`src/rtl/dump_pkg.sv`:
```
// Shared types and helpers for the data-memory dump engine.
package dump_pkg;

  typedef enum logic [2:0] {
    ST_IDLE    = 3'd0,
    ST_FETCH   = 3'd1,
    ST_CAPTURE = 3'd2,
    ST_SEND    = 3'd3,
    ST_FIN     = 3'd4
  } dump_state_e;

  localparam logic [7:0] ASCII_NL       = 8'h0A;
  localparam logic [3:0] CHARS_PER_WORD = 4'd9;

  // Uppercase hex digit for one nibble.
  function automatic logic [7:0] hex2ascii(input logic [3:0] nib);
    logic [7:0] chr;
    if (nib < 4'd10) begin
      chr = 8'h30 + {4'h0, nib};
    end else begin
      chr = 8'h37 + {4'h0, nib};
    end
    return chr;
  endfunction

endpackage

```
`src/rtl/dm_dump_tx_uart_tx.sv`:
```
// 8N1 serial transmitter; ready in idle and in the last stop-bit cycle so
// consecutive bytes stream with no idle bit between frames.
module uart_tx #(
  parameter int CLK_DIV = 16
) (
  input  logic       clk,
  input  logic       reset,
  input  logic       tx_valid,
  input  logic [7:0] tx_data,
  output logic       tx_ready,
  output logic       txd
);

  localparam int            CW       = (CLK_DIV > 2) ? $clog2(CLK_DIV) : 1;
  localparam logic [CW-1:0] CNT_LAST = CW'(CLK_DIV - 1);
  localparam logic [CW-1:0] CNT_ZERO = CW'(0);
  localparam logic [CW-1:0] CNT_ONE  = CW'(1);

  typedef enum logic [1:0] {
    U_IDLE  = 2'd0,
    U_START = 2'd1,
    U_DATA  = 2'd2,
    U_STOP  = 2'd3
  } uart_state_e;

  uart_state_e   state_r, state_s;
  logic [CW-1:0] cnt_r, cnt_s;
  logic [2:0]    bit_r, bit_s;
  logic [7:0]    sh_r, sh_s;
  logic          txd_r, txd_s;
  logic          bit_end_s, ready_s, accept_s;

  assign bit_end_s = (cnt_r == CNT_LAST);

  // state register
  always_ff @(posedge clk) begin
    if (!reset) begin
      state_r <= U_IDLE;
    end else begin
      state_r <= state_s;
    end
  end

  // next-state logic
  always_comb begin
    state_s = state_r;
    case (state_r)
      U_IDLE: begin
        if (tx_valid) state_s = U_START;
        else          state_s = U_IDLE;
      end
      U_START: begin
        if (bit_end_s) state_s = U_DATA;
        else           state_s = U_START;
      end
      U_DATA: begin
        if (bit_end_s && (bit_r == 3'd7)) state_s = U_STOP;
        else                              state_s = U_DATA;
      end
      U_STOP: begin
        if (bit_end_s) begin
          if (tx_valid) state_s = U_START;
          else          state_s = U_IDLE;
        end else begin
          state_s = U_STOP;
        end
      end
      default: state_s = U_IDLE;
    endcase
  end

  // handshake, next datapath values and next line level
  always_comb begin
    ready_s  = (state_r == U_IDLE) || ((state_r == U_STOP) && bit_end_s);
    accept_s = tx_valid && ready_s;
    if (accept_s || (state_r == U_IDLE) || bit_end_s) begin
      cnt_s = CNT_ZERO;
    end else begin
      cnt_s = cnt_r + CNT_ONE;
    end
    if (accept_s) begin
      sh_s  = tx_data;
      bit_s = 3'd0;
    end else if ((state_r == U_DATA) && bit_end_s) begin
      sh_s  = {1'b0, sh_r[7:1]};
      bit_s = bit_r + 3'd1;
    end else begin
      sh_s  = sh_r;
      bit_s = bit_r;
    end
    case (state_s)
      U_START: txd_s = 1'b0;
      U_DATA:  txd_s = sh_s[0];
      default: txd_s = 1'b1;
    endcase
  end

  // datapath and registered line output
  always_ff @(posedge clk) begin
    if (!reset) begin
      cnt_r <= CNT_ZERO;
      bit_r <= 3'd0;
      sh_r  <= 8'h00;
      txd_r <= 1'b1;
    end else begin
      cnt_r <= cnt_s;
      bit_r <= bit_s;
      sh_r  <= sh_s;
      txd_r <= txd_s;
    end
  end

  assign tx_ready = ready_s;
  assign txd      = txd_r;

endmodule

```
`src/rtl/dm_dump_tx.sv`:
```
// Streams a run of data-memory words out of txd as uppercase hex lines,
// matching the data.txt format used to preload memory in simulation.
module dm_dump_tx
  import dump_pkg::*;
#(
  parameter int ADDR_W  = 10,
  parameter int CLK_DIV = 16
) (
  input  logic              clk,
  input  logic              reset,
  input  logic              start,
  input  logic [ADDR_W:0]   count,
  output logic [ADDR_W-1:0] mem_addr,
  input  logic [31:0]       mem_rdata,
  output logic              busy,
  output logic              done,
  output logic              txd
);

  localparam logic [ADDR_W:0]   IDX_ZERO  = {(ADDR_W+1){1'b0}};
  localparam logic [ADDR_W:0]   IDX_ONE   = {{ADDR_W{1'b0}}, 1'b1};
  localparam logic [ADDR_W-1:0] ADDR_ZERO = {ADDR_W{1'b0}};

  dump_state_e       state_r, state_s;
  logic [ADDR_W:0]   count_r, idx_r;
  logic [31:0]       word_r, word_sh_s;
  logic [3:0]        char_r;
  logic [ADDR_W-1:0] mem_addr_r;
  logic              busy_r, done_r, rdy_q_r;
  logic              tx_valid_s, tx_ready_s, accept_s;
  logic              last_char_s, last_word_s, finish_s;
  logic [7:0]        tx_data_s;

  assign accept_s    = tx_valid_s && tx_ready_s;
  assign last_char_s = (char_r == (CHARS_PER_WORD - 4'd1));
  assign last_word_s = ((idx_r + IDX_ONE) == count_r);
  // The transmitter is idle only once ready has held for two cycles; the
  // last stop-bit cycle alone is not enough. busy_r gates the count=0 path.
  assign finish_s    = (state_r == ST_FIN) && tx_ready_s && rdy_q_r && busy_r;

  // state register
  always_ff @(posedge clk) begin
    if (!reset) begin
      state_r <= ST_IDLE;
    end else begin
      state_r <= state_s;
    end
  end

  // next-state logic
  always_comb begin
    state_s = state_r;
    case (state_r)
      ST_IDLE: begin
        if (start) begin
          if (count == IDX_ZERO) state_s = ST_FIN;
          else                   state_s = ST_FETCH;
        end else begin
          state_s = ST_IDLE;
        end
      end
      ST_FETCH:   state_s = ST_CAPTURE;
      ST_CAPTURE: state_s = ST_SEND;
      ST_SEND: begin
        if (accept_s && last_char_s) begin
          if (last_word_s) state_s = ST_FIN;
          else             state_s = ST_FETCH;
        end else begin
          state_s = ST_SEND;
        end
      end
      ST_FIN: begin
        if (finish_s) state_s = ST_IDLE;
        else          state_s = ST_FIN;
      end
      default: state_s = ST_IDLE;
    endcase
  end

  // character offered to the transmitter
  always_comb begin
    tx_valid_s = (state_r == ST_SEND);
    word_sh_s  = word_r << {char_r[2:0], 2'b00};
    if (last_char_s) begin
      tx_data_s = ASCII_NL;
    end else begin
      tx_data_s = hex2ascii(word_sh_s[31:28]);
    end
  end

  // word index, buffers and status registers
  always_ff @(posedge clk) begin
    if (!reset) begin
      count_r    <= IDX_ZERO;
      idx_r      <= IDX_ZERO;
      word_r     <= 32'h0000_0000;
      char_r     <= 4'd0;
      mem_addr_r <= ADDR_ZERO;
      busy_r     <= 1'b0;
      done_r     <= 1'b0;
      rdy_q_r    <= 1'b0;
    end else begin
      rdy_q_r <= tx_ready_s;
      done_r  <= finish_s;
      busy_r  <= (state_r != ST_IDLE) && !finish_s;
      case (state_r)
        ST_IDLE: begin
          if (start) begin
            count_r <= count;
            idx_r   <= IDX_ZERO;
          end
        end
        ST_FETCH: mem_addr_r <= idx_r[ADDR_W-1:0];
        ST_CAPTURE: begin
          word_r <= mem_rdata;
          char_r <= 4'd0;
        end
        ST_SEND: begin
          if (accept_s) begin
            char_r <= char_r + 4'd1;
            if (last_char_s) idx_r <= idx_r + IDX_ONE;
          end
        end
        default: begin
        end
      endcase
    end
  end

  uart_tx #(.CLK_DIV(CLK_DIV)) u_tx (
    .clk      (clk),
    .reset    (reset),
    .tx_valid (tx_valid_s),
    .tx_data  (tx_data_s),
    .tx_ready (tx_ready_s),
    .txd      (txd)
  );

  assign mem_addr = mem_addr_r;
  assign busy     = busy_r;
  assign done     = done_r;

endmodule

```
`config.mk`:
```
export PLATFORM = sky130hd
export DESIGN_NAME = dm_dump_tx
export DESIGN_NICKNAME = d
export VERILOG_FILES = /design/src/rtl/dump_pkg.sv /design/src/rtl/dm_dump_tx_uart_tx.sv /design/src/rtl/dm_dump_tx.sv
export SDC_FILE = /design/constraint.sdc
export NUM_CORES = 1
export LEC_CHECK = 0
export CAP_MARGIN = 10
export CELL_PAD_IN_SITES_DETAIL_PLACEMENT = 0
export CELL_PAD_IN_SITES_GLOBAL_PLACEMENT = 1
export CORE_UTILIZATION = 39
export CTS_BUF_LIST = sky130_fd_sc_hd__clkbuf_16
export DETAILED_ROUTE_END_ITERATION = 10
export GPL_TIMING_DRIVEN = 0
export PLACE_DENSITY = 0.87
export REMOVE_ABC_BUFFERS = 1
export SLEW_MARGIN = 25
export SYNTH_ARGS = -nofsm -noshare
export SYNTH_HDL_FRONTEND = slang
export SYNTH_HIERARCHICAL = 1
export SYNTH_SLANG_ARGS = --single-unit
```
`constraint.sdc`:
```
create_clock -name clk -period 6.9 [get_ports clk]
set_input_delay 1.38 -clock clk [delete_from_list [all_inputs] [get_ports clk]]
set_output_delay 1.38 -clock clk [all_outputs]
set_load 0.005 [all_outputs]
```
==> flow_summary_export.csv <==
group,metric,value,unit
status,status,"finished with violations",
status,violations,"DRC",
routing,wl,9.68,mm
sta,tns,0,ns
yosys,synth_xor_area_share,3.72,%
final_layout,nNetsFinal,616,
floorplanning,row_count,39,
grt,grt_pass1_vias,3596,
cts,root_buffer,"clkbuf_16",
yosys,synth-compound-area-share,16.5,%
final_layout,drive_above_1_share,7.41,%
routing,drc,4,
sta,layout_min_cycle_time,2.99,ns
power,powerDensity,216,mW/mm^2
critical_path,start_kind,"primary input",
routing,drt_iter0_markers,145,
yosys,synth_fa_ha_area_share,1.87,%
critical_path,cp-end-kind,"register",
routing,drt_pass1_iterations,7,
yosys,netlist_top_cells_area,"dfxtp_1 (39%), nand2_1 (8.3%), a21boi_0 (7.5%)",
cts,h-tree-depth,3,
critical_path,r2r_cells,10,
sta,fmax,334,MHz
sta,slew_headroom,51.5,%
floorplanning,core-area,0.0116,sq mm
critical_path,crit_arrival,3.23,ns
hold_path,worstHoldPathCells,2,
floorplanning,die_area,0.0124,sq mm
cts,cts_setup_buffers,0,
hold_path,min_to,"word_r[8]$_SDFFE_PN0P_",
floorplanning,die_h,112,um
critical_path,critPathBufInv,1,
critical_path,crit_fanout,6,
cts,cts_hold_buffers,0,
hold_path,hp-start,"word_r[8]$_SDFFE_PN0P_",
routing,antenna_left,0,
power,p_seq_share,47.9,%
floorplanning,die_w,112,um
cts,clk_latency,0.34,ns
yosys,synthArstFlopShare,0,%
power,power_switching,292,uW
yosys,syn_inst,532,
yosys,ys_ff_latch,92,
grt,grt_max_degree,86,
cts,cts_resized,0,
yosys,ys_seq_area_share,39.3,%
sta,final-hold-violation-count,0,
floorplanning,start_util,40.5,%
final_layout,fin_cells,710,
yosys,synth_top_family_by_area,"simple AND/OR/NAND/NOR gates",
cts,cts_num_sinks,92,
job,drv_cap,0,
yosys,yosysTopAreaCellShare,39.3,%
sta,fin_hold_ws,0.463,ns
cts,clk_pin_slew_worst_paths,0.07,ns
routing,wl_per_cell,13.6,um
sta,setup_slack,3.91,ns
critical_path,cp_num_cells,6,
sta,period_share,43.4,%
power,pwr-share-comb,10.7,%
sta,grt_setup_unrepaired,"no",
power,p_sw_share,24.6,%
critical_path,cp_cell_sequence,"clkdlybuf4s50_1 -> nor4b_2 -> nor2_1 -> o21ai_0 -> o41ai_1 -> and2_1",
final_layout,post-route-util,47.7,%
final_layout,antenna_cells,0,
yosys,yosys.area_share.simple,22.7,%
yosys,ys.flop_type,"dfxtp_1",
place,place.gp.congestion,0.835,
yosys,syn_area,0.00468,sq mm
power,p_clk_share,41.4,%
final_layout,syn2layout_area_growth,17.8,%
sta,slew_violations,0,
cts,numCtsBuffers,9,
critical_path,worstSetupPathType,"primary input to register",
critical_path,critPathTopFamily,"simple AND/OR/NAND/NOR gates",
routing,via_per_inst,5.19,
sta,tightest_slew,0.727,ns
sta,clock-skew-final,0.00564,ns
yosys,synth-edff-count,0,
grt,grt_first_pass_wirelength,16.6,mm
critical_path,cp_data_required_time,7.14,ns
yosys,synth_largest_area_cell,"dfxtp_1",
critical_path,reg2reg_from,"u_tx/cnt_r[0]$_SDFF_PP0_",
yosys,synthMuxAreaShare,9.76,%
power,peakVddDrop,0.103,mV
routing,vias,3685,
cts,cts_tree,"yes",
grt,grt_overflow_total,0,
sta,setup_viol,0,
critical_path,reg2reg_to,"state_r[2]$_SDFF_PN0_",
grt,grt_antenna_before_repair,0,
grt,grt_usage,16.5,%
place,dp.cells,695,
critical_path,rrSetupSlack,4.01,ns
place,dp_hpwl,6.71,mm
place,numPortBuffers,58,
yosys,yosys_warnings,6,
power,cellInternalPower,897,uW
critical_path,cp-startpoint,"start",
yosys,synth_cell_types,66,
cts,cts_buffer_depth,2,
place,place_ws,3.55,ns
critical_path,max_stage_delay,0.58,ns
hold_path,worstHoldPathType,"register to register",
critical_path,crit_path_top_delay_cell,"nor4b_2",
floorplanning,io-pin-count,59,
yosys,syn_area_per_cell,8.80,sq um
power,p_leak,1.90,nW
-- cell families after synthesis --
kind of cell / after synthesis
and+or+nand+nor: 213
muxes: 32
other: 1
xor gates and xnor gates: 19
DFF: 92
adders and majority gates: 7
AOI/OAI and AO/OA: 119
buffers and inverters: 49
-- cells in the final DEF, fill, tap and decap left out, types with 7 or more instances in the layout --
cell / netlist / layout
xnor2_1: 10 / 10
nor2_1: 27 / 27
mux2i_1: 21 / 21
o21ai_0: 26 / 26
nand2_1: 103 / 102
dfxtp_1: 92 / 92
inv_1: 9 / 10
ha_1: 7 / 7
a21boi_0: 47 / 47
clkbuf_16: 0 / 9
nand3_1: 10 / 10
nor2b_1: 18 / 18
a21oi_1: 26 / 26
clkdlybuf4s50_1: 0 / 57
xor2_1: 8 / 8
-- state kept, by name, indices dropped and copies added (netlist names) --
name and count:
u_tx/sh_r 8, char_r 4, u_tx/bit_r 3, done 1, u_tx/cnt_r 4, idx_r 11
mem_addr 10, u_tx/state_r 2, busy 1, word_r 32, u_tx/txd 1, rdy_q_r 1
state_r 3, count_r 11
-- final cells by class --
cell class	instances	area, sq um
Fill cell	1097	6050
Tap cell	143	179
Sequential cell	92	1840
Multi-Input combinational cell	391	2580
Clock inverter	6	65.1
Timing Repair Buffer	60	594
Clock buffer	9	225
Inverter	9	33.8
-- metrics by stage --
step	area, sq um	total power [mW]
5_1_grt	5520	1.24
2_1_floorplan	4440	0.650
3_5_place_dp	5220	0.710
3_3_place_gp	5200	0.706
4_1_cts	5510	1.20
6_report	5520	1.19
-- metal layers --
metal | track usage, % | part of all wire (%)
met5 | 0 | 0
met4 | 6.67 | 1.5
met3 | 3.54 | 3.9
met2 | 26.9 | 47
met1 | 21.4 | 48
-- worst max path at each step --
| stage | endpoint | slack, ns |
|---|---|---|
| CTS | idx_r[5]$_SDFFE_PN0P_ | 3.91 |
| finish | idx_r[5]$_SDFFE_PN0P_ | 3.91 |
| detailed placement | idx_r[5]$_SDFFE_PN0P_ | 3.55 |
| floorplan | idx_r[5]$_SDFFE_PN0P_ | 3.73 |
| global placement | idx_r[5]$_SDFFE_PN0P_ | 2.34 |
| global route | state_r[2]$_SDFF_PN0_ | 3.70 |
-- worst min-delay path: cells and delay by family, from the launching register on --
kind | cells | cell delay, ns
compound gates | 1 | 0.06
flops | 1 | 0.31
simple gates | 1 | 0.05
-- synthesized netlist by cell type (4+ instances only) --
cell,count
inv_1,9
nand4_1,5
nor4_1,4
nor2b_1,18
a21oi_1,26
o21ai_0,26
mux4_2,4
dfxtp_1,92
xor2_1,8
nor3_1,5
ha_1,7
a21boi_0,47
mux2i_1,21
buf_2,8
and2_1,6
nand2_1,103
buf_4,4
mux4_1,4
nand3_1,10
nor2_1,27
and3_1,4
clkbuf_1,20
buf_6,7
xnor2_1,10
-- power groups by stage --
stage	Clock [mW]	Combinational (mW)	Sequential (mW)
CTS	0.503	0.129	0.570
floorplan	0	0.0741	0.576
detailed placement	0	0.128	0.582
global route	0.527	0.142	0.573
global placement	0	0.126	0.580
finish	0.492	0.128	0.570
No activity file was read; power rests on OpenSTA's default activity.
==> RTL change 1 (same settings) <==
Encoding of `uart_state_e`: now one-hot (4 bits for 4 states).
--- a/src/rtl/dm_dump_tx_uart_tx.sv
+++ b/src/rtl/dm_dump_tx_uart_tx.sv
@@ -16,11 +16,11 @@
   localparam logic [CW-1:0] CNT_ZERO = CW'(0);
   localparam logic [CW-1:0] CNT_ONE  = CW'(1);
 
-  typedef enum logic [1:0] {
-    U_IDLE  = 2'd0,
-    U_START = 2'd1,
-    U_DATA  = 2'd2,
-    U_STOP  = 2'd3
+  typedef enum logic [3:0] {
+    U_IDLE  = 4'b0001,
+    U_START = 4'b0010,
+    U_DATA  = 4'b0100,
+    U_STOP  = 4'b1000
   } uart_state_e;
 
   uart_state_e   state_r, state_s;
Behaviour: same outputs for any inputs over 10 cycles, from zero or initial values and one cycle with reset low; not proved beyond that.
==> RTL change 1 against the unedited design <==
Power increased by 4.7%. Wire length grew 5.4%. Largest power group unchanged. Worst setup slack lost 0.068 ns. Core utilization is 0.23 points higher. Sequential cell count up 2. Critical path type is now reg -> reg. Clock power is 6.1% higher. Synthesized area up 4.4%. Critical endpoint is now state_r[0]. Cell area grew 5.2%. Largest cell class unchanged. Final cell count rose by 7.6%.
==> RTL change 1: results (changes against the unedited design) <==
outcome completed (was complete, but fails checks); slowest stage cell, crit path and4b_1 (was nor4b_2); CP endpoint state_r[0] (was idx_r[5]); Max-cap violations 0 (unchanged); RePlAce Congestion 0.840 (was 0.835); Layout Nets 644 (was 616); DRT antenna net count 0 (unchanged); Critical Path Max Stage Delay 0.51 ns (was 0.58 ns); leakage power 2.02 nW (was 1.90 nW); total global-route track usage 16.9% (was 16.5%); sequential element share of the synthesized area 38.5% (was 39.3%); largest net degree at the start of global routing 42 (was 86); Sink Count 94 (was 92); Net Sw Frac 23.7% (was 24.6%); synth unique cells 70 (was 66); worst clock skew 0.00224 ns (was 0.00564 ns); H-Tree Depth 3 (unchanged); CP max FO 20 (was 6); post-synthesis compound-gate area fraction 17.0% (was 16.5%); Hold Slack 0.461 ns (was 0.463 ns); WL final 10.2 mm (was 9.68 mm); crit path DAT 3.30 ns (was 3.23 ns); first-pass GRT wire length 17.4 mm (was 16.6 mm); detailed-placement wirelength estimate 7.33 mm (was 6.71 mm); multiplexer share of the synthesized area 7.50% (was 9.76%); Die Wd 114 um (was 112 um); DR iter-0 viols 192 (was 145); post-synthesis xor/xnor area fraction 3.56% (was 3.72%); Max VDD drop 0.114 mV (was 0.103 mV); most frequent cells after synthesis nand2_1 (121), dfxtp_1 (94), a21boi_0 (47) (was nand2_1 (103), dfxtp_1 (92), a21boi_0 (47)); worst rel slew slack 57.7% (was 51.5%); vias in the first global route 3696 (was 3596); post-synthesis adder-cell area fraction 1.79% (was 1.87%); NetSw 0.000295 W (was 0.000292 W); largest registers word_r x32, count_r x11, idx_r x11 (unchanged); layout cells sized above 1 8.22% (was 7.41%); crit path from u_tx/cnt_r[0] (was start); drt first pass iters 5 (was 7); Reg2Reg Setup Slack 3.84 ns (was 4.01 ns); vias per cell 5.19 (about the same); synth top area cells dfxtp_1 (39%), nand2_1 (9.3%), a21boi_0 (7.2%), nor2_1 (2.5%), mux2i_1 (2.5%) (was dfxtp_1 (39%), nand2_1 (8.3%), a21boi_0 (7.5%), mux2i_1 (4.5%), a21oi_1 (2.8%))
==> RTL change 1: area by class of cell <==
cell class,count,area (um2)
inverter,10,37.5
multi-input combinational,415,2740
tap,168,210
fill,1200,6310
timing repair buffer,61,618
clock inverter,7,90.1
clock buffer,9,225
sequential,94,1880
==> RTL change 1: cells by family after synthesis <==
kind of cell    after synthesis
simple gates                249
compound gates              116
flops                        94
buf+inv                      52
mux                          23
xor+xnor                     19
fa+ha+maj                     7
other cells                   1
==> RTL change 1: worst register-to-register path, stage by stage, from the launching register on <==
cell and delay, ns:
dfxtp_1 0.37, ha_1 0.23, nand3_1 0.17, o21ai_1 0.18, nor3b_1 0.42, and4b_1 0.51, nand2_4 0.21, nor4_2 0.31
o2111ai_1 0.19, o31ai_1 0.28, a21oi_1 0.09
==> RTL change 1: worst min path at each step <==
| stage | startpoint | endpoint | cells after the start |
|---|---|---|---|
| final | word_r[18] | word_r[18] | 2 |
| after detailed placement | word_r[3] | word_r[3] | 2 |
| after global routing | word_r[0] | word_r[0] | 2 |
| after floorplan | u_tx/cnt_r[0] | u_tx/cnt_r[0] | 1 |
| after CTS | word_r[3] | word_r[3] | 2 |
| after global placement | u_tx/cnt_r[0] | u_tx/cnt_r[0] | 1 |
==> RTL change 1: layer usage <==
layer | part of all wire (%) | vias up | global-route usage (%)
li1 | - | 2001 | -
met1 | 47 | 1856 | 21.4
met2 | 46 | 92 | 27.1
met3 | 5.1 | 17 | 4.14
met4 | 2.2 | 0 | 7.45
met5 | 0 | - | 0
==> RTL change 1: power groups by stage <==
stage	Combinational [W]	Sequential, W	Clock, W
5_1_grt	0.000157	0.000586	0.000556
2_1_floorplan	0.0000831	0.000590	0
3_3_place_gp	0.000136	0.000594	0
3_5_place_dp	0.000141	0.000596	0
4_1_cts	0.000142	0.000584	0.000533
6_report	0.000140	0.000584	0.000522
==> RTL change 1: through the flow <==
step                      util, %  total power (W)  cell area [um2]  worst slack [ns]  std cells
final                        47.9          0.00125             5800              3.84        764
after global routing         47.9          0.00130             5800              3.55        764
after CTS                    47.9          0.00126             5800              3.84        764
after detailed placement     45.3         0.000737             5490              3.65        748
after global placement       44.9         0.000730             5440              1.76        745
after floorplan                 -         0.000673             4650              3.73        519
==> RTL change 2 (same settings) <==
Without the edit above. `ADDR_W`: 10 -> 9.
--- a/src/rtl/dm_dump_tx.sv
+++ b/src/rtl/dm_dump_tx.sv
@@ -3,7 +3,7 @@
 module dm_dump_tx
   import dump_pkg::*;
 #(
-  parameter int ADDR_W  = 10,
+  parameter int ADDR_W  = 9,
   parameter int CLK_DIV = 16
 ) (
   input  logic              clk,
Ports: changed (resized count and mem_addr); port bits go from 59 to 57. No check against the original RTL was run, so the function may have changed too.
==> RTL change 2 against the unedited design <==
Wire length decreased by 3.8%. Non-clock buffer count decreased by 3. Power increased by 1.6%. Synthesized area decreased by 3.2%. First-iteration DRC count decreased by 4.1%. Critical endpoint is now idx_r[2]. Core utilization increased by 1.1 points. Cell area decreased by 2.0%. Fmax increased by 2.0%. Count of clock-buffer cells in the layout unchanged. Via count decreased by 3.4%. Worst setup slack improved by 0.059 ns. Sequential cell count decreased by 3. Global-route usage decreased by 0.17 points.
==> RTL change 2: results (changes against the unedited design) <==
multi-input logic area 2520 um2 (was 2580 um2); clk tree area frac 6.20% (was 5.26%); synth unique cells 63 (was 66); multi-input combinational area share 46.7% (about the same); largest net degree at the start of global routing 85 (was 86); Met3 Routed Length 247 um (was 381 um); drt first pass iters 4 (was 7); routed wl met2 4.31 mm (was 4.51 mm); layout cells sized above 1 7.52% (was 7.41%); CP max FO 11 (was 6); DR iter-0 viols 139 (was 145); outcome completed (was complete, but fails checks); post-synthesis xor/xnor area fraction 3.67% (was 3.72%); Slew @ Worst Pin 0.859 ns (was 0.727 ns); Seq/total area 32.9% (was 33.4%); Inverters excl. clock 7 (was 9); RePlAce Congestion 0.817 (was 0.835); # port buffers 56 (was 58); multi-input gates 376 (was 391); most frequent cells after synthesis nand2_1 (101), dfxtp_1 (89), a21boi_0 (50) (was nand2_1 (103), dfxtp_1 (92), a21boi_0 (47)); synth top area cells dfxtp_1 (39%), nand2_1 (8.4%), a21boi_0 (8.3%), mux2i_1 (4.4%), mux4_1 (2.3%) (was dfxtp_1 (39%), nand2_1 (8.3%), a21boi_0 (7.5%), mux2i_1 (4.5%), a21oi_1 (2.8%)); WL final 9.31 mm (was 9.68 mm); met3 track demand over resource 1.90% (was 3.54%); total global-route track usage 16.4% (was 16.5%); Syn Area/Cell 8.90 um2 (was 8.80 um2); post-synthesis adder-cell area fraction 1.93% (was 1.87%); area post-placement 5070 um2 (was 5220 um2); die area 12100 um2 (was 12400 um2); Layout Nets 592 (was 616); sequential element share of the synthesized area 39.3% (about the same); crit path DAT 3.14 ns (was 3.23 ns); slowest stage cell, crit path nor3_2 (was nor4b_2); non-clock buffer total of the final layout 57 (was 60); Sink Count 89 (was 92)
==> RTL change 2: cell count changes after synthesis, moves of 4 or more <==
| cell | change |
|---|---|
| a21oi_1 | -15 |
| buf_6 | -4 |
| clkbuf_1 | -4 |
| nor2b_1 | -5 |
| o21a_1 | +4 |
| o21ai_0 | -5 |
==> RTL change 2: power breakdown <==
group,leakage [nW],switching (W),total [W],internal [W]
Combinational,0.996,0.0000556,0.000115,0.0000589
Sequential,0.723,0.0000142,0.000547,0.000533
Clock,0.166,0.000196,0.000547,0.000351
Total,1.88,0.000266,0.00121,0.000942
==> RTL change 2: cells by family after synthesis <==
family,count (synthesis)
DFF,89
muxes,31
buffers and inverters,44
adders and majority gates,7
and+or+nand+nor,206
other,1
xor gates and xnor gates,19
AOI/OAI and AO/OA,112
==> RTL change 2: stage by stage <==
step	hold slack, ns	setup slack (ns)
final	0.451	3.97
after global routing	0.462	3.84
after CTS	0.454	3.97
after detailed placement	0.439	3.62
after global placement	0.432	2.60
after floorplan	0.418	4.26
==> RTL change 2: critical path: cells and delay by family <==
family | cells | cell delay (ns)
compound gates | 2 | 0.32
simple gates | 3 | 0.91
buf+inv | 1 | 0.52
==> RTL change 2: worst paths after layout <==
path | endpoint | cells past startpoint | from | slack (ns)
max | idx_r[2] | 6 | start | 3.97
min | u_tx/cnt_r[0] | 1 | u_tx/cnt_r[0] | 0.45
max reg2reg | state_r[0] | 9 | u_tx/cnt_r[0] | 4.30
min reg2reg | u_tx/cnt_r[0] | 1 | u_tx/cnt_r[0] | 0.45
